[src/rtl/fetch_stage_pkg.sv]
// fetch_stage_pkg: shared definitions for the instruction fetch stage and the
// control decoder.
//   - fetch_state_e : fetch FSM state encodings
//   - DEF_RESET_PC / DEF_NOP_INSTR : parameter defaults
//   - OP_* : primary opcode constants (instr[31:26])
//   - jump_target() : J-type target from PC+4 and the instruction word
package fetch_stage_pkg;

  typedef enum logic [1:0] {
    S_REQ   = 2'd0,
    S_WAIT  = 2'd1,
    S_HOLD  = 2'd2,
    S_DRAIN = 2'd3
  } fetch_state_e;

  localparam logic [31:0] DEF_RESET_PC  = 32'h0000_0000;
  localparam logic [31:0] DEF_NOP_INSTR = 32'h0000_0000;

  localparam logic [5:0] OP_RTYPE = 6'b000000;
  localparam logic [5:0] OP_LW    = 6'b100011;
  localparam logic [5:0] OP_SW    = 6'b101011;
  localparam logic [5:0] OP_BEQ   = 6'b000100;
  localparam logic [5:0] OP_BNE   = 6'b000101;
  localparam logic [5:0] OP_J     = 6'b000010;

  function automatic logic [31:0] jump_target(input logic [31:0] pc4,
                                              input logic [31:0] instr);
    return {pc4[31:28], instr[25:0], 2'b00};
  endfunction

endpackage

[src/rtl/fetch_stage_if_id_reg.sv]
// if_id_reg: IF/ID pipeline register with a 1-entry skid buffer.
//   clk, rst_n     : clock, synchronous active-low reset
//   flush          : drop both the IF/ID entry and the skid entry
//   load           : a fetched word arrives (load_instr / load_pc4)
//   out_ready      : consumer accepts on out_valid && out_ready
//   out_valid, out_instr, out_pc4 : registered IF/ID contents
// A load lands in the main register when it is empty or being taken this
// cycle, otherwise in the skid. The skid refills the main register when the
// consumer takes it.
module if_id_reg
  import fetch_stage_pkg::*;
#(
  parameter logic [31:0] NOP_INSTR = DEF_NOP_INSTR
) (
  input  logic        clk,
  input  logic        rst_n,
  input  logic        flush,
  input  logic        load,
  input  logic [31:0] load_instr,
  input  logic [31:0] load_pc4,
  input  logic        out_ready,
  output logic        out_valid,
  output logic [31:0] out_instr,
  output logic [31:0] out_pc4
);

  logic        valid_q, valid_d;
  logic [31:0] instr_q, instr_d;
  logic [31:0] pc4_q, pc4_d;
  logic        skid_vld_q, skid_vld_d;
  logic [31:0] skid_instr_q, skid_instr_d;
  logic [31:0] skid_pc4_q, skid_pc4_d;
  logic        take;

  assign take = valid_q && out_ready;

  always_comb begin
    valid_d      = valid_q;
    instr_d      = instr_q;
    pc4_d        = pc4_q;
    skid_vld_d   = skid_vld_q;
    skid_instr_d = skid_instr_q;
    skid_pc4_d   = skid_pc4_q;
    if (flush) begin
      valid_d    = 1'b0;
      instr_d    = NOP_INSTR;
      skid_vld_d = 1'b0;
    end else begin
      if (take) begin
        if (skid_vld_q) begin
          valid_d    = 1'b1;
          instr_d    = skid_instr_q;
          pc4_d      = skid_pc4_q;
          skid_vld_d = 1'b0;
        end else begin
          valid_d = 1'b0;
          instr_d = NOP_INSTR;
        end
      end
      // The fetch FSM never loads while the skid is occupied, so a load
      // cannot collide with the skid refill above.
      if (load) begin
        if (!valid_q || take) begin
          valid_d = 1'b1;
          instr_d = load_instr;
          pc4_d   = load_pc4;
        end else begin
          skid_vld_d   = 1'b1;
          skid_instr_d = load_instr;
          skid_pc4_d   = load_pc4;
        end
      end
    end
  end

  always_ff @(posedge clk) begin
    if (!rst_n) begin
      valid_q      <= 1'b0;
      instr_q      <= NOP_INSTR;
      pc4_q        <= 32'h0;
      skid_vld_q   <= 1'b0;
      skid_instr_q <= NOP_INSTR;
      skid_pc4_q   <= 32'h0;
    end else begin
      valid_q      <= valid_d;
      instr_q      <= instr_d;
      pc4_q        <= pc4_d;
      skid_vld_q   <= skid_vld_d;
      skid_instr_q <= skid_instr_d;
      skid_pc4_q   <= skid_pc4_d;
    end
  end

  assign out_valid = valid_q;
  assign out_instr = instr_q;
  assign out_pc4   = pc4_q;

endmodule

[src/rtl/fetch_stage.sv]
// fetch_stage: MIPS instruction fetch with single-outstanding imem requests.
//   clk, rst_n                 : clock, synchronous active-low reset
//   imem_req/addr/gnt          : request channel (addr = PC)
//   imem_rvalid/rdata          : response channel, no backpressure
//   id_valid/ready/instr/pc4   : IF/ID output with valid/ready handshake
//   id_opcode                  : id_instr[31:26] to the control decoder
//   jump                       : decoder jump, honoured on an id handshake
//   br_taken/br_target         : taken branch redirect from execute
module fetch_stage
  import fetch_stage_pkg::*;
#(
  parameter logic [31:0] RESET_PC  = DEF_RESET_PC,
  parameter logic [31:0] NOP_INSTR = DEF_NOP_INSTR
) (
  input  logic        clk,
  input  logic        rst_n,
  output logic        imem_req,
  output logic [31:0] imem_addr,
  input  logic        imem_gnt,
  input  logic        imem_rvalid,
  input  logic [31:0] imem_rdata,
  output logic        id_valid,
  input  logic        id_ready,
  output logic [31:0] id_instr,
  output logic [5:0]  id_opcode,
  output logic [31:0] id_pc4,
  input  logic        jump,
  input  logic        br_taken,
  input  logic [31:0] br_target
);

  fetch_state_e state_q, state_d;
  logic [31:0]  pc_q, pc_d;
  logic [31:0]  pend_pc4_q, pend_pc4_d;
  logic         hs, jump_fire, redirect, accept, load, outstanding;
  logic [31:0]  target;

  assign hs        = id_valid && id_ready;
  assign jump_fire = jump && hs;
  // Branch is the older instruction, so it wins over a same-cycle jump.
  assign redirect  = br_taken || jump_fire;
  assign target    = br_taken ? br_target : jump_target(id_pc4, id_instr);
  assign accept    = !id_valid || hs;
  assign load      = (state_q == S_WAIT) && imem_rvalid && !redirect;

  // A request is still in flight after this edge if it was just granted or
  // its response has not yet come back.
  assign outstanding = ((state_q == S_REQ) && imem_gnt) ||
                       (((state_q == S_WAIT) || (state_q == S_DRAIN)) && !imem_rvalid);

  always_comb begin
    state_d    = state_q;
    pc_d       = pc_q;
    pend_pc4_d = pend_pc4_q;
    unique case (state_q)
      S_REQ:   if (imem_gnt) begin
                 pc_d       = pc_q + 32'd4;
                 pend_pc4_d = pc_q + 32'd4;
                 state_d    = S_WAIT;
               end
      S_WAIT:  if (imem_rvalid) state_d = accept ? S_REQ : S_HOLD;
      S_HOLD:  if (hs) state_d = S_REQ;
      S_DRAIN: if (imem_rvalid) state_d = S_REQ;
      default: state_d = S_REQ;
    endcase
    // A redirect in DRAIN that coincides with the squashed response leaves
    // nothing in flight, so it restarts fetch instead of draining again.
    if (redirect) begin
      pc_d    = target & ~32'h3;
      state_d = outstanding ? S_DRAIN : S_REQ;
    end
  end

  always_ff @(posedge clk) begin
    if (!rst_n) begin
      state_q    <= S_REQ;
      pc_q       <= RESET_PC;
      pend_pc4_q <= 32'h0;
    end else begin
      state_q    <= state_d;
      pc_q       <= pc_d;
      pend_pc4_q <= pend_pc4_d;
    end
  end

  // Memory shares rst_n; keep the request low while it is held in reset.
  assign imem_req  = rst_n && (state_q == S_REQ);
  assign imem_addr = pc_q;
  assign id_opcode = id_instr[31:26];

  if_id_reg #(.NOP_INSTR(NOP_INSTR)) u_if_id (
    .clk        (clk),
    .rst_n      (rst_n),
    .flush      (redirect),
    .load       (load),
    .load_instr (imem_rdata),
    .load_pc4   (pend_pc4_q),
    .out_ready  (id_ready),
    .out_valid  (id_valid),
    .out_instr  (id_instr),
    .out_pc4    (id_pc4)
  );

endmodule
[config.mk]
export PLATFORM = sky130hd
export DESIGN_NAME = fetch_stage
export DESIGN_NICKNAME = d
export VERILOG_FILES = /design/src/rtl/fetch_stage_pkg.sv /design/src/rtl/fetch_stage_if_id_reg.sv /design/src/rtl/fetch_stage.sv
export SDC_FILE = /design/constraint.sdc
export NUM_CORES = 1
export LEC_CHECK = 0
export ABC_AREA = 1
export CAP_MARGIN = 0
export CELL_PAD_IN_SITES_DETAIL_PLACEMENT = 1
export CELL_PAD_IN_SITES_GLOBAL_PLACEMENT = 1
export CORE_AREA = 2 2 155 157
export DETAILED_ROUTE_END_ITERATION = 16
export DIE_AREA = 0 0 157 159
export PLACE_DENSITY = 0.88
export SETUP_SLACK_MARGIN = 0.02
export SYNTH_ARGS = -nofsm -noshare
export SYNTH_HDL_FRONTEND = slang
export SYNTH_SLANG_ARGS = --single-unit
[constraint.sdc]
create_clock -name clk -period 1.99 [get_ports clk]
set_clock_uncertainty 0.05 [all_clocks]
set_input_delay 0.199 -clock clk [delete_from_list [all_inputs] [get_ports clk]]
set_output_delay 0.199 -clock clk [all_outputs]
set_load 0.02 [all_outputs]
# Word-level counts from Yosys, hierarchy flattened
# Cells that the tools add are included.
# word_totals
word_cells	70
out_inout_bits	104
reg_bits	196
# op_classes
eq_ne	7
add_sub_neg	1
bitwise_logic	3
n_reduce_logical	22
n_mux	27
# ops
operator	count
2-to-1 mux 32 bit	12
adder 32 x 3 -> 32 bit (second input constant)	1
2-to-1 mux 2 bit	7
!= test 3 bit (second input constant)	4
case mux 2 bit (4 select lines)	1
logical AND 1 bit	7
2-to-1 mux 1 bit	7
equality test 2 bit (second input constant)	2
logical OR 1 bit	4
AND reduction 2 bit	2
AND reduction 4 bit	1
nonzero test 2 bit	2
logical NOT 1 bit	3
inverter 1 bit	3
AND reduction 3 bit	1
equality test 2 x 1 -> 1 bit (second input constant)	1
logical NOT 2 bit	1
OR reduction 2 bit	1

# Logic depth before layout (Yosys ltp)
# Gate-level depths: netlist of the first run.
# logic_depth
ltp_word	6
ltp_mapped	12

# Modules after synthesis
# From an unflattened synthesis of the first run, not the netlist that was laid out.
# hier_totals
hier_cells	1434
area_unflattened_um2	9601.7
# modules_own_cells
module	cells_per_inst	area_each_um2	n_inst
if_id_reg	859	5911.9	1
fetch_stage	575	3689.8	1

# Worst setup path before layout of the first run
# OpenSTA, ideal clock, no wires.
# synth_path
kind	flip-flop to flip-flop
from	register pc_q[3], in the netlist imem_addr[3]
to	register pc_q[24], in the netlist imem_addr[24]
period_less_slack_ps	1726
setup_slack_ps	264
path_buffers	0
t_arrival_ps	1547
path_stages_with_launch	9
t_required_ps	1811
path_cell_list	dfxtp_1 -> ha_1 -> nand3_1 -> nor2_2 -> nand2_1 -> nor2_2 -> nand4_1 -> nand3_1 -> o21ai_0
# synth_between
elab_chain_len	4
# synth_rtl
item	line_no	text
start: declaration	fetch_stage.sv:33	logic [31:0] pc_q, pc_d;
start signal: assignment	fetch_stage.sv:81	pc_q <= pc_d;
adder 32 x 3 -> 32 bit	fetch_stage.sv:57	pc_d = pc_q + 32'd4;
2-to-1 mux 32 bit	fetch_stage.sv:56	S_REQ: if (imem_gnt) begin
2-to-1 mux 32 bit	fetch_stage.sv:55	unique case (state_q)
2-to-1 mux 32 bit	fetch_stage.sv:68	if (redirect) begin
# No other way between the ends. The select of a mux whose other input is x is not followed.
# A chain may end at the register's enable or synchronous reset.

# Final worst setup path of the first run
# layout_path
from	register u_if_id.instr_q[25], in the netlist u_if_id.out_instr[25]
to	output id_instr[25]
# layout_lines
item	line_no	text
start: declaration	fetch_stage_if_id_reg.sv:28	logic [31:0] instr_q, instr_d;
start signal: assignment	fetch_stage_if_id_reg.sv:86	instr_q <= instr_d;
end: declaration	fetch_stage.sv:24	output logic [31:0] id_instr,
# No word-level cell between the ends.

==> results.md, run 1 <==
* Run status: completed
* Iteration-0 DRC Markers at 523
* Placed Area at 10730 sq um
* Hold buffers post-CTS at 0
* Layout cells sized above 1 at 8.837%
* Fmax at 0.5319 GHz
* HP Class: in -> reg
* CTS buffer count at 17
* Internal power at 6.187 mW
* Worst vdd ir at 551.3 uV
* Flop pwr share at 46.9%
* Area grow syn2layout at 33.89%
* Post-synthesis cell type count at 35
* Worst path max stage delay at between 0.6 and 0.7 ns
* Root Buffer Master: clkbuf_16
* Vias in the first global route at 9643
* First-pass DRT Iterations at 7
* Clock sink total at 190
* Number of port buffers at 170
* CORE AREA at 23190 sq um
* Dpl hpwl at 23340 um
* Post-route setup slack at 0.1101 ns
* Gr usage total at between 20% and 30%
* Mean post-synth cell area at ~7 sq um
* DRC Markers at 0
* Clock tree buffer depth at 2
* Gr ovfl total at 0
* Synth Warn # at 0
* Worst-margin pin slew at 0.6328 ns
* First-pass GRT wire length at 52420 um
* Wire per inst at around 20 um
* Fin. Hold Viols at 0
* Later-pin clock latency in the skew report at 0.44 ns
* CP bufs+invs at 1
* Die Ht at about 160 um
* CP max stage cell: clkdlybuf4s50_1
* Initial antenna violation count at 1
* Most used DFF post-synth: dfxtp_1
* FF/Latch Area at roughly 3800 sq um
* CTS tree: yes
* Vias after detailed routing at 9279
* Final setup viols at 0
* Max Cap Violations at 0
* Met2 usage at 44.70%
* Crit. End Element: output port
* Clock power share at 40.3%
* GRT met1 Usage at 33.63%
* EDFF count, synth at 0
* Non-Filler Instances at about 1.7k
* Asr flop ratio synth at 0%
* Post-detailed-route via-to-cell ratio at 5.530
* WS Path Type: reg -> out
* Initial Util at a little over a third
* CP cell instances: clkdlybuf4s50_1
* Setup slack at placement at -0.05178 ns
* Switching Share at 27.69%
* Max-slew violations at 0
* Met3 Usage GRT at 5.553%
* Worst EP required at about 1.7 ns
* Relative slew slack at between 50% and 60%
* Fin crit period at 1.880 ns
* Yosys reg bits at between 150 and 200
* Mapped cell area at ~8500 sq um
* Fin Setup TNS at 0 ns
* I/O pin cnt at 175
* Die ar. at 24960 sq um
* Clock Pin Slew Worst Setup and Hold Paths at 0.08 ns
* Die X at 157 um
* Routed Antenna Nets at 0
* H-tree depth at 4
* FILL cells at ~2.9k
* Post-CTS Repair Setup Buffers at 0
* # rows at 56
* Combinational Power Share at 12.8%
* Pin count of the biggest net entering global routing at 102
* Critical path's top delay family: buffers and inverters
* GR peak layer: met2
* Crit start category: flip-flop
* Cell area after layout at 11350 sq um
* PwrDens at 754.0 nW/um^2
* Synth Instances at 1189
* RSZ-0062 raised after global routing: false
* Gp weighted congestion at 0.9330
* Nets@finish at 1417
* Register area share after synthesis at 44.88%
* Leak pwr at roughly 4 nW
* Fin crit share at 94.47%
* Max Fanout on Critical Path at 3
* Data arrival time of the critical path at 1.63 ns
* Area of the multi-input gates at a little over 4000 sq um
* Sw Pwr at ~2.4 mW
* Routed WL at 33690 um
* Placed Cells at 1645
cells by family (layout without fill, tap and decap cells):
kind of cell	count (synthesis)	after routing	synth area share, %
flops	190	190	44.88
simple gates	481	481	24.12
compound gates	368	368	23.18
fa+ha+maj	1	1	0.1476
other cells	1	3	0.04424
mux	1	1	0.1181
xor+xnor	4	4	0.4134
buf+inv	143	311	7.101
repair_timing:
item                                    4_1_cts  5_1_grt
endpoints found under the setup margin        1       12
gates resized for setup                       1       11
pin swaps                                     0        1
cell type report:
class                   instances  share of cell area (%)
clock buffers                  20                   4.024
flip-flops and latches        190                   33.53
repair buffers                229                   19.94
inverters                      50                   1.654
well taps                     319                   3.517
diodes                          1                 0.02205
clock inverters                12                   1.125
multi-input cells             857                   36.19
power groups by stage:
stage	clock, mW	sequential [mW]	combinational, mW
floorplan	0	4.15	0.442
global placement	0	4.10	1.05
detailed placement	0	4.10	1.08
CTS	3.46	4.01	1.09
global route	3.64	4.02	1.18
finish	3.44	4.01	1.10
synthesized netlist by cell type, types with 2 or more instances:
cell | n | area, sq um
a31oi_1 | 18 | 112.6
a21oi_1 | 188 | 940.9
a22oi_1 | 21 | 157.7
dfxtp_1 | 190 | 3804
inv_2 | 5 | 18.77
inv_1 | 43 | 161.4
o31ai_1 | 3 | 22.52
nor2_2 | 4 | 25.02
nand2_4 | 4 | 45.04
o21ai_0 | 121 | 605.6
nor3_1 | 6 | 30.03
clkinv_1 | 2 | 7.510
o211a_1 | 2 | 20.02
nand4_1 | 8 | 50.05
o21ai_1 | 3 | 15.01
nand2_1 | 284 | 1066
buf_4 | 10 | 75.07
nand3_1 | 113 | 565.5
or2_2 | 4 | 25.02
xor2_1 | 3 | 26.28
o211ai_1 | 9 | 67.56
buf_1 | 13 | 48.80
buf_2 | 16 | 80.08
nor2_1 | 56 | 210.2
clkbuf_1 | 53 | 198.9
layer usage:
metal | wire length, um | vias up
li1 | - | 4348
met1 | 14220 | 4549
met2 | 16130 | 319
met3 | 2181 | 63
met4 | 1155 | 0
met5 | 0 | -
stage by stage:
stage	total power, mW	hold slack (ns)	util (%)
6_report	8.556	0.1757	48.93
3_5_place_dp	5.179	0.3806	46.27
3_3_place_gp	5.148	0.3748	46.27
4_1_cts	8.565	0.1618	48.79
2_1_floorplan	4.594	0.3134	-
5_1_grt	8.839	0.1934	48.92
layout by cell type, fill, tap and decap left out, types with 2 or more instances in the layout:
cell type        count
clkinv_4             3
nand3_1            112
o21ai_1              4
or2_2                4
o211a_1              2
inv_2                6
dfxtp_1            189
o211ai_1             9
a21oi_1            188
xor2_1               3
inv_6                2
nor2_2               6
clkinvlp_4           2
clkbuf_16           17
nor3_1               5
a22oi_1             21
a31oi_1             18
inv_8                3
buf_12              10
clkdlybuf4s50_1    168
inv_1               42
nand2_4              4
conb_1               2
o21ai_0            120
nor2_1              53
o31ai_1              3
nand2_1            281
clkinv_1             2
buf_4               49
clkbuf_8             2
nand4_1              8
nand2_2              3
state kept, by name, summed over array words and instances, names as in the netlist:
signal                count
u_if_id.skid_pc4_q       30
pend_pc4_q               30
u_if_id.skid_vld_q        1
u_if_id.skid_instr_q     32
state_q                   2
u_if_id.out_valid         1
imem_addr                30
u_if_id.out_instr        32
u_if_id.out_pc4          32
worst paths after layout:
check	slack, ns	to	from	depth (start not counted)
worst max-delay path	0.11	id_instr[25]	u_if_id.out_instr[25]	1
worst min register to register	0.39	u_if_id.out_pc4[0]	u_if_id.out_pc4[0]	2
worst min-delay path	0.18	imem_addr[21]	rst_n	5
worst max register to register	0.11	imem_addr[21]	imem_addr[2]	11
Note: power is estimated with default switching activity, not from simulation.
==> run 2: changes to the inputs <==
--- a/config.mk
+++ b/config.mk
@@ -9,10 +9,11 @@
 export CAP_MARGIN = 0
 export CELL_PAD_IN_SITES_DETAIL_PLACEMENT = 1
 export CELL_PAD_IN_SITES_GLOBAL_PLACEMENT = 1
-export CORE_AREA = 2 2 155 157
+export CORE_AREA = 2 2 153 155
+export CTS_BUF_LIST = sky130_fd_sc_hd__clkbuf_8
 export DETAILED_ROUTE_END_ITERATION = 16
-export DIE_AREA = 0 0 157 159
-export PLACE_DENSITY = 0.88
+export DIE_AREA = 0 0 155 157
+export PLACE_DENSITY = 0.9
 export SETUP_SLACK_MARGIN = 0.02
 export SYNTH_ARGS = -nofsm -noshare
 export SYNTH_HDL_FRONTEND = slang
==> run 2 against run 1 <==
Effect of this change:
- register-to-register slack got worse by 0.02 ns
- setup slack lost 0.033 ns
- global-route usage rose by 1.1 points
- sequential cell count did not move
- worst hold slack gained 0.078 ns
==> results.md, run 2 (synthesis gave the netlist of run 1 again) <==
* Leak pwr at 4.046 nW (was 4.056 nW)
* Die ar. at 24340 sq um (was 24960 sq um)
* Final setup viols at 0 (unchanged)
* Worst EP required at 1.74 ns (about the same)
* Antenna Cells at 0 (was 1)
* Worst vdd ir at 402.3 uV (was 551.3 uV)
* Vias after detailed routing at 9466 (was 9279)
* Later-pin clock latency in the skew report at 0.47 ns (was 0.44 ns)
* First-pass GRT wire length at 53170 um (was 52420 um)
* CTS buffer count at 17 (unchanged)
* Layout cells sized above 1 at 9.171% (was 8.837%)
* Commonest cells after routing, fill and taps aside: nand2_1 (281), dfxtp_1 (190), a21oi_1 (188) (was nand2_1 (281), dfxtp_1 (189), a21oi_1 (188))
* Routed Antenna Nets at 0 (unchanged)
* Gp weighted congestion at 0.9349 (was 0.9330)
* Vias in the first global route at 9656 (was 9643)
* Post-detailed-route via-to-cell ratio at 5.744 (was 5.530)
* Data arrival time of the critical path at 1.66 ns (was 1.63 ns)
* Max Cap Violations at 0 (unchanged)
* CP max stage cell: clkdlybuf4s50_1 (unchanged)
* Crit. End Element: output port (unchanged)
* Clock Pin Slew Worst Setup and Hold Paths at 0.10 ns (was 0.08 ns)
* Post-CTS Repair Setup Buffers at 0 (unchanged)
* Worst path max stage delay at 0.60 ns (was 0.68 ns)
* CP cell instances: buf_4 -> clkdlybuf4s50_1 (was clkdlybuf4s50_1)
* Fin crit period at 1.913 ns (was 1.880 ns)
* Run status: completed (unchanged)
* Iteration-0 DRC Markers at 655 (was 523)
* Die Ht at 157 um (was 159 um)
* RSZ-0062 raised after global routing: false (unchanged)
* Initial antenna violation count at 0 (was 1)
* DRC Markers at 0 (unchanged)
* Max-slew violations at 0 (unchanged)
* Fin Setup TNS at 0 ns (unchanged)
* Most common cell after layout, fill and taps aside: nand2_1 (unchanged)
* Number of port buffers at 170 (unchanged)
* Clock tree buffer depth at 2 (unchanged)
* Die X at 155 um (was 157 um)
* Clock sink total at 190 (unchanged)
* Gr usage total at 27.85% (was 26.78%)
* Crit start category: flip-flop (unchanged)
* Nets@finish at 1424 (was 1417)
* Initial Util at 37.66% (was 36.55%)
* Hold buffers post-CTS at 0 (unchanged)
* Fin crit share at 96.14% (was 94.47%)
* Area grow syn2layout at 32.37% (was 33.89%)
* Routed WL at 34390 um (was 33690 um)
* PwrDens at 714.7 nW/um^2 (was 754.0 nW/um^2)
* Fmax at 0.5227 GHz (was 0.5319 GHz)
* Gr ovfl total at 0 (unchanged)
* Fin. Hold Viols at 0 (unchanged)
* First-pass DRT Iterations at 7 (unchanged)
* Worst-margin pin slew at 0.5905 ns (was 0.6328 ns)
* Relative slew slack at 60.63% (was 57.81%)
* WS Path Type: reg -> out (unchanged)
* Routed wl met3 at 2407 um (was 2181 um)
* Met2 wire length at 16510 um (was 16130 um)
* Met1 Wirelength at 14150 um (was 14220 um)
* Final core utilization at 49.86% (was 48.93%)
* Root Buffer Master: clkbuf_8 (was clkbuf_16)
* CTS tree: yes (unchanged)
* # rows at 55 (was 56)
* Pin count of the biggest net entering global routing at 102 (unchanged)
* Max Fanout on Critical Path at 4 (was 3)
* HP Class: in -> reg (unchanged)
* Wire per inst at 20.87 um (was 20.07 um)
* H-tree depth at 4 (unchanged)
* Dpl hpwl at 23250 um (was 23340 um)
* Max Used Layer: met4 (unchanged)
* CORE AREA at 22500 sq um (was 23190 sq um)
* I/O pin cnt at 175 (unchanged)
run 2: changes by cell type in the layout (fill, tap and decap cells not counted), sizes merged:
cell	previous run	this run
clkbuf	20	18
buf	60	67
inv	53	51
diode	1	0
clkinvlp	2	0
bufinv	1	4
clkinv	6	7
run 2: routing by layer:
metal | up-vias | GRT usage [%]
li1 | 4361 | -
met1 | 4649 | 34.32
met2 | 385 | 47.58
met3 | 71 | 5.479
met4 | 0 | 11.77
met5 | - | 0
run 2: final cells by class:
| cell class | count | area (sq um) |
|---|---|---|
| clock buffers | 18 | 247.7 |
| clock inverters | 12 | 182.7 |
| fillers | 2829 | 11280 |
| inverters | 50 | 187.7 |
| multi-input cells | 857 | 4113 |
| flip-flops and latches | 190 | 3804 |
| well taps | 285 | 356.6 |
| repair buffers | 236 | 2328 |
run 2: where the power goes:
group | switching, mW | internal, mW
logic | 0.659 | 0.464
registers | 0.112 | 3.90
clock network | 1.48 | 1.40
run 2: worst max-delay path, delay by kind of cell (launching register included):
kind	cells	cell delay, ns
buffers and inverters	2	0.77
flip-flops	1	0.42
run 2: metrics by stage:
stage / std cells / area, sq um / hold slack [ns] / setup slack, ns / total power, mW
2_1_floorplan: 1190 / 8479 / 0.3134 / 0.2645 / 4.594
3_3_place_gp: 1618 / 10750 / 0.3738 / 0.02288 / 5.159
3_5_place_dp: 1618 / 10750 / 0.3769 / -0.04662 / 5.189
4_1_cts: 1648 / 11180 / 0.2318 / 0.02193 / 8.013
5_1_grt: 1648 / 11220 / 0.2604 / 0.006042 / 8.276
6_report: 1648 / 11220 / 0.2540 / 0.07681 / 8.019
run 2: worst paths after layout:
path                      start  cells past startpoint  slack [ns]                 end
max               imem_addr[18]                      2        0.08       imem_addr[18]
min                br_target[7]                      3        0.25        imem_addr[7]
min reg2reg  u_if_id.out_pc4[0]                      2        0.39  u_if_id.out_pc4[0]
max reg2reg        imem_addr[2]                     11        0.09       imem_addr[15]
run 2: timing repair:
action / 4_1_cts / 5_1_grt
pin swaps: 0 / 1
resized for setup: 1 / 12
gates cloned: 0 / 0
setup endpoints to repair: 1 / 24
==> run 3: changes to the inputs <==
--- a/config.mk
+++ b/config.mk
@@ -18,3 +18,4 @@
 export SYNTH_ARGS = -nofsm -noshare
 export SYNTH_HDL_FRONTEND = slang
 export SYNTH_SLANG_ARGS = --single-unit
+export TNS_END_PERCENT = 1
==> run 3 against run 2 <==
Effect of this change:
- combinational power barely moved
- register-to-register slack about the same
- final cell count barely moved
- critical path type unchanged
==> results.md, run 3 (synthesis gave the netlist of run 1 again) <==
* Run status: completed (unchanged)
* RSZ-0062 raised after global routing: false (unchanged)
* PwrDens at 715.3 nW/um^2 (was 714.7 nW/um^2)
* Non-Filler Instances at 1649 (was 1648)
* Pin count of the biggest net entering global routing at 102 (unchanged)
* Clock sink total at 190 (unchanged)
* I/O pin cnt at 175 (unchanged)
* Dpl hpwl at 23250 um (unchanged)
* CORE AREA at 22500 sq um (unchanged)
* Worst vdd ir at 409.7 uV (was 402.3 uV)
* First-pass GRT wire length at 53170 um (unchanged)
* WS Path Type: reg -> out (unchanged)
* HP Class: in -> reg (unchanged)
* Max-slew violations at 0 (unchanged)
* Vias in the first global route at 9656 (unchanged)
* Relative slew slack at 60.91% (was 60.63%)
* Gp weighted congestion at 0.9349 (unchanged)
* Initial antenna violation count at 0 (unchanged)
* Crit start category: flip-flop (unchanged)
* Nets@finish at 1424 (unchanged)
* Leak pwr at 4.046 nW (about the same)
* Wire per inst at 20.98 um (was 20.87 um)
* Worst EP required at 1.74 ns (about the same)
* Fin Hold WS at 0.2449 ns (was 0.2540 ns)
* Worst-margin pin slew at 0.5863 ns (was 0.5905 ns)
* Fmax at 0.5202 GHz (was 0.5227 GHz)
* Vias after detailed routing at 9465 (was 9466)
* Combinational Power Share at 14.1% (was 14.0%)
* Post-CTS Repair Setup Buffers at 0 (unchanged)
* Fin crit share at 96.59% (was 96.14%)
* Commonest cells after routing, fill and taps aside: nand2_1 (281), dfxtp_1 (190), a21oi_1 (188) (unchanged)
* Die ar. at 24340 sq um (unchanged)
* H-tree depth at 4 (unchanged)
* Power, Total at 8.024 mW (was 8.019 mW)
* Internal power at 5.769 mW (was 5.770 mW)
* Number of port buffers at 170 (unchanged)
* Crit. End Element: output port (unchanged)
* Clock power share at 35.9% (about the same)
* Post-detailed-route via-to-cell ratio at 5.740 (was 5.744)
* Post-route setup slack at 0.06779 ns (was 0.07681 ns)
* Initial Util at 37.66% (unchanged)
* CTS buffer count at 17 (unchanged)
* DRC Markers at 0 (unchanged)
* First-pass DRT Iterations at 5 (was 7)
* Die Ht at 157 um (unchanged)
* # rows at 55 (unchanged)
* Routed WL at 34590 um (was 34390 um)
* Clock tree buffer depth at 2 (unchanged)
* Post-cts resize count at 1 (unchanged)
* Most common cell after layout, fill and taps aside: nand2_1 (unchanged)
* Max Cap Violations at 0 (unchanged)
* CTS tree: yes (unchanged)
* Later-pin clock latency in the skew report at 0.48 ns (was 0.47 ns)
* Fin. Hold Viols at 0 (unchanged)
* Gr usage total at 27.85% (unchanged)
* Data arrival time of the critical path at 1.67 ns (was 1.66 ns)
* Switching Share at 28.09% (was 28.05%)
* Iteration-0 DRC Markers at 702 (was 655)
* Gr ovfl total at 0 (unchanged)
* Die X at 155 um (unchanged)
* Routed Antenna Nets at 0 (unchanged)
* Clock Pin Slew Worst Setup and Hold Paths at 0.10 ns (about the same)
* Sw Pwr at 2.254 mW (was 2.249 mW)
* Root Buffer Master: clkbuf_8 (unchanged)
* Area grow syn2layout at 32.34% (was 32.37%)
* FILL cells at 2828 (was 2829)
* Final setup viols at 0 (unchanged)
* Flop pwr share at 50.0% (was 50.1%)
* Setup slack at placement at -0.04662 ns (unchanged)
* Fin crit period at 1.922 ns (was 1.913 ns)
* Fin Setup TNS at 0 ns (unchanged)
* Hold buffers post-CTS at 0 (unchanged)
* Layout cells sized above 1 at 9.171% (unchanged)
* Max Fanout on Critical Path at 4 (unchanged)
* Placed Cells at 1618 (unchanged)
[run 3: changes by cell type in the layout (fill, tap and decap cells not counted)]
cell	change
diode_2	+1
nor2_2	+1
nor2_4	-1
[run 3: final timing paths]
path / depth (start not counted) / end / from / slack, ns
hold / removal: 3 / imem_addr[7] / br_target[7] / 0.24
setup / recovery: 4 / imem_req / state_q[1] / 0.07
setup reg to reg: 11 / imem_addr[15] / imem_addr[2] / 0.09
hold reg to reg: 2 / u_if_id.out_pc4[0] / u_if_id.out_pc4[0] / 0.39
[run 3: area by class of cell]
type	count	area (sq um)	share of cell area, %
antenna	1	2.502	0.02231
clock buffer	18	247.7	2.209
clock inverter	12	182.7	1.629
inverter	50	187.7	1.673
multi-input combinational	857	4108	36.62
sequential	190	3804	33.91
tap	285	356.6	3.179
timing repair buffer	236	2328	20.76
[run 3: critical path: stages (launching register included)]
cell           delay, ns
dfxtp_1             0.37
nor2_1              0.16
inv_1               0.08
nor2_1              0.21
dlygate4sd2_1       0.38
[run 3: power by group through the flow]
stage                     clock (mW)  sequential (mW)  combinational [mW]
after floorplan                    0             4.15               0.442
after global routing            3.05             4.03                1.20
final                           2.88             4.01                1.13
after detailed placement           0             4.10                1.09
after global placement             0             4.09                1.07
after CTS                       2.90             4.01                1.11
[run 3: layer usage]
metal	part of all wire [%]	vias to the layer above	wire, um	GRT usage [%]
met5	0	-	0	0
met4	4.1	0	1421	11.77
met3	6.3	76	2196	5.479
met2	48	388	16670	47.58
met1	41	4641	14310	34.32
li1	-	4360	-	-
[run 3: stage by stage]
stage,area (sq um),utilization (%)
3_5_place_dp,10750,47.79
3_3_place_gp,10750,47.79
2_1_floorplan,8479,-
4_1_cts,11180,49.70
6_report,11220,49.85
5_1_grt,11210,49.84
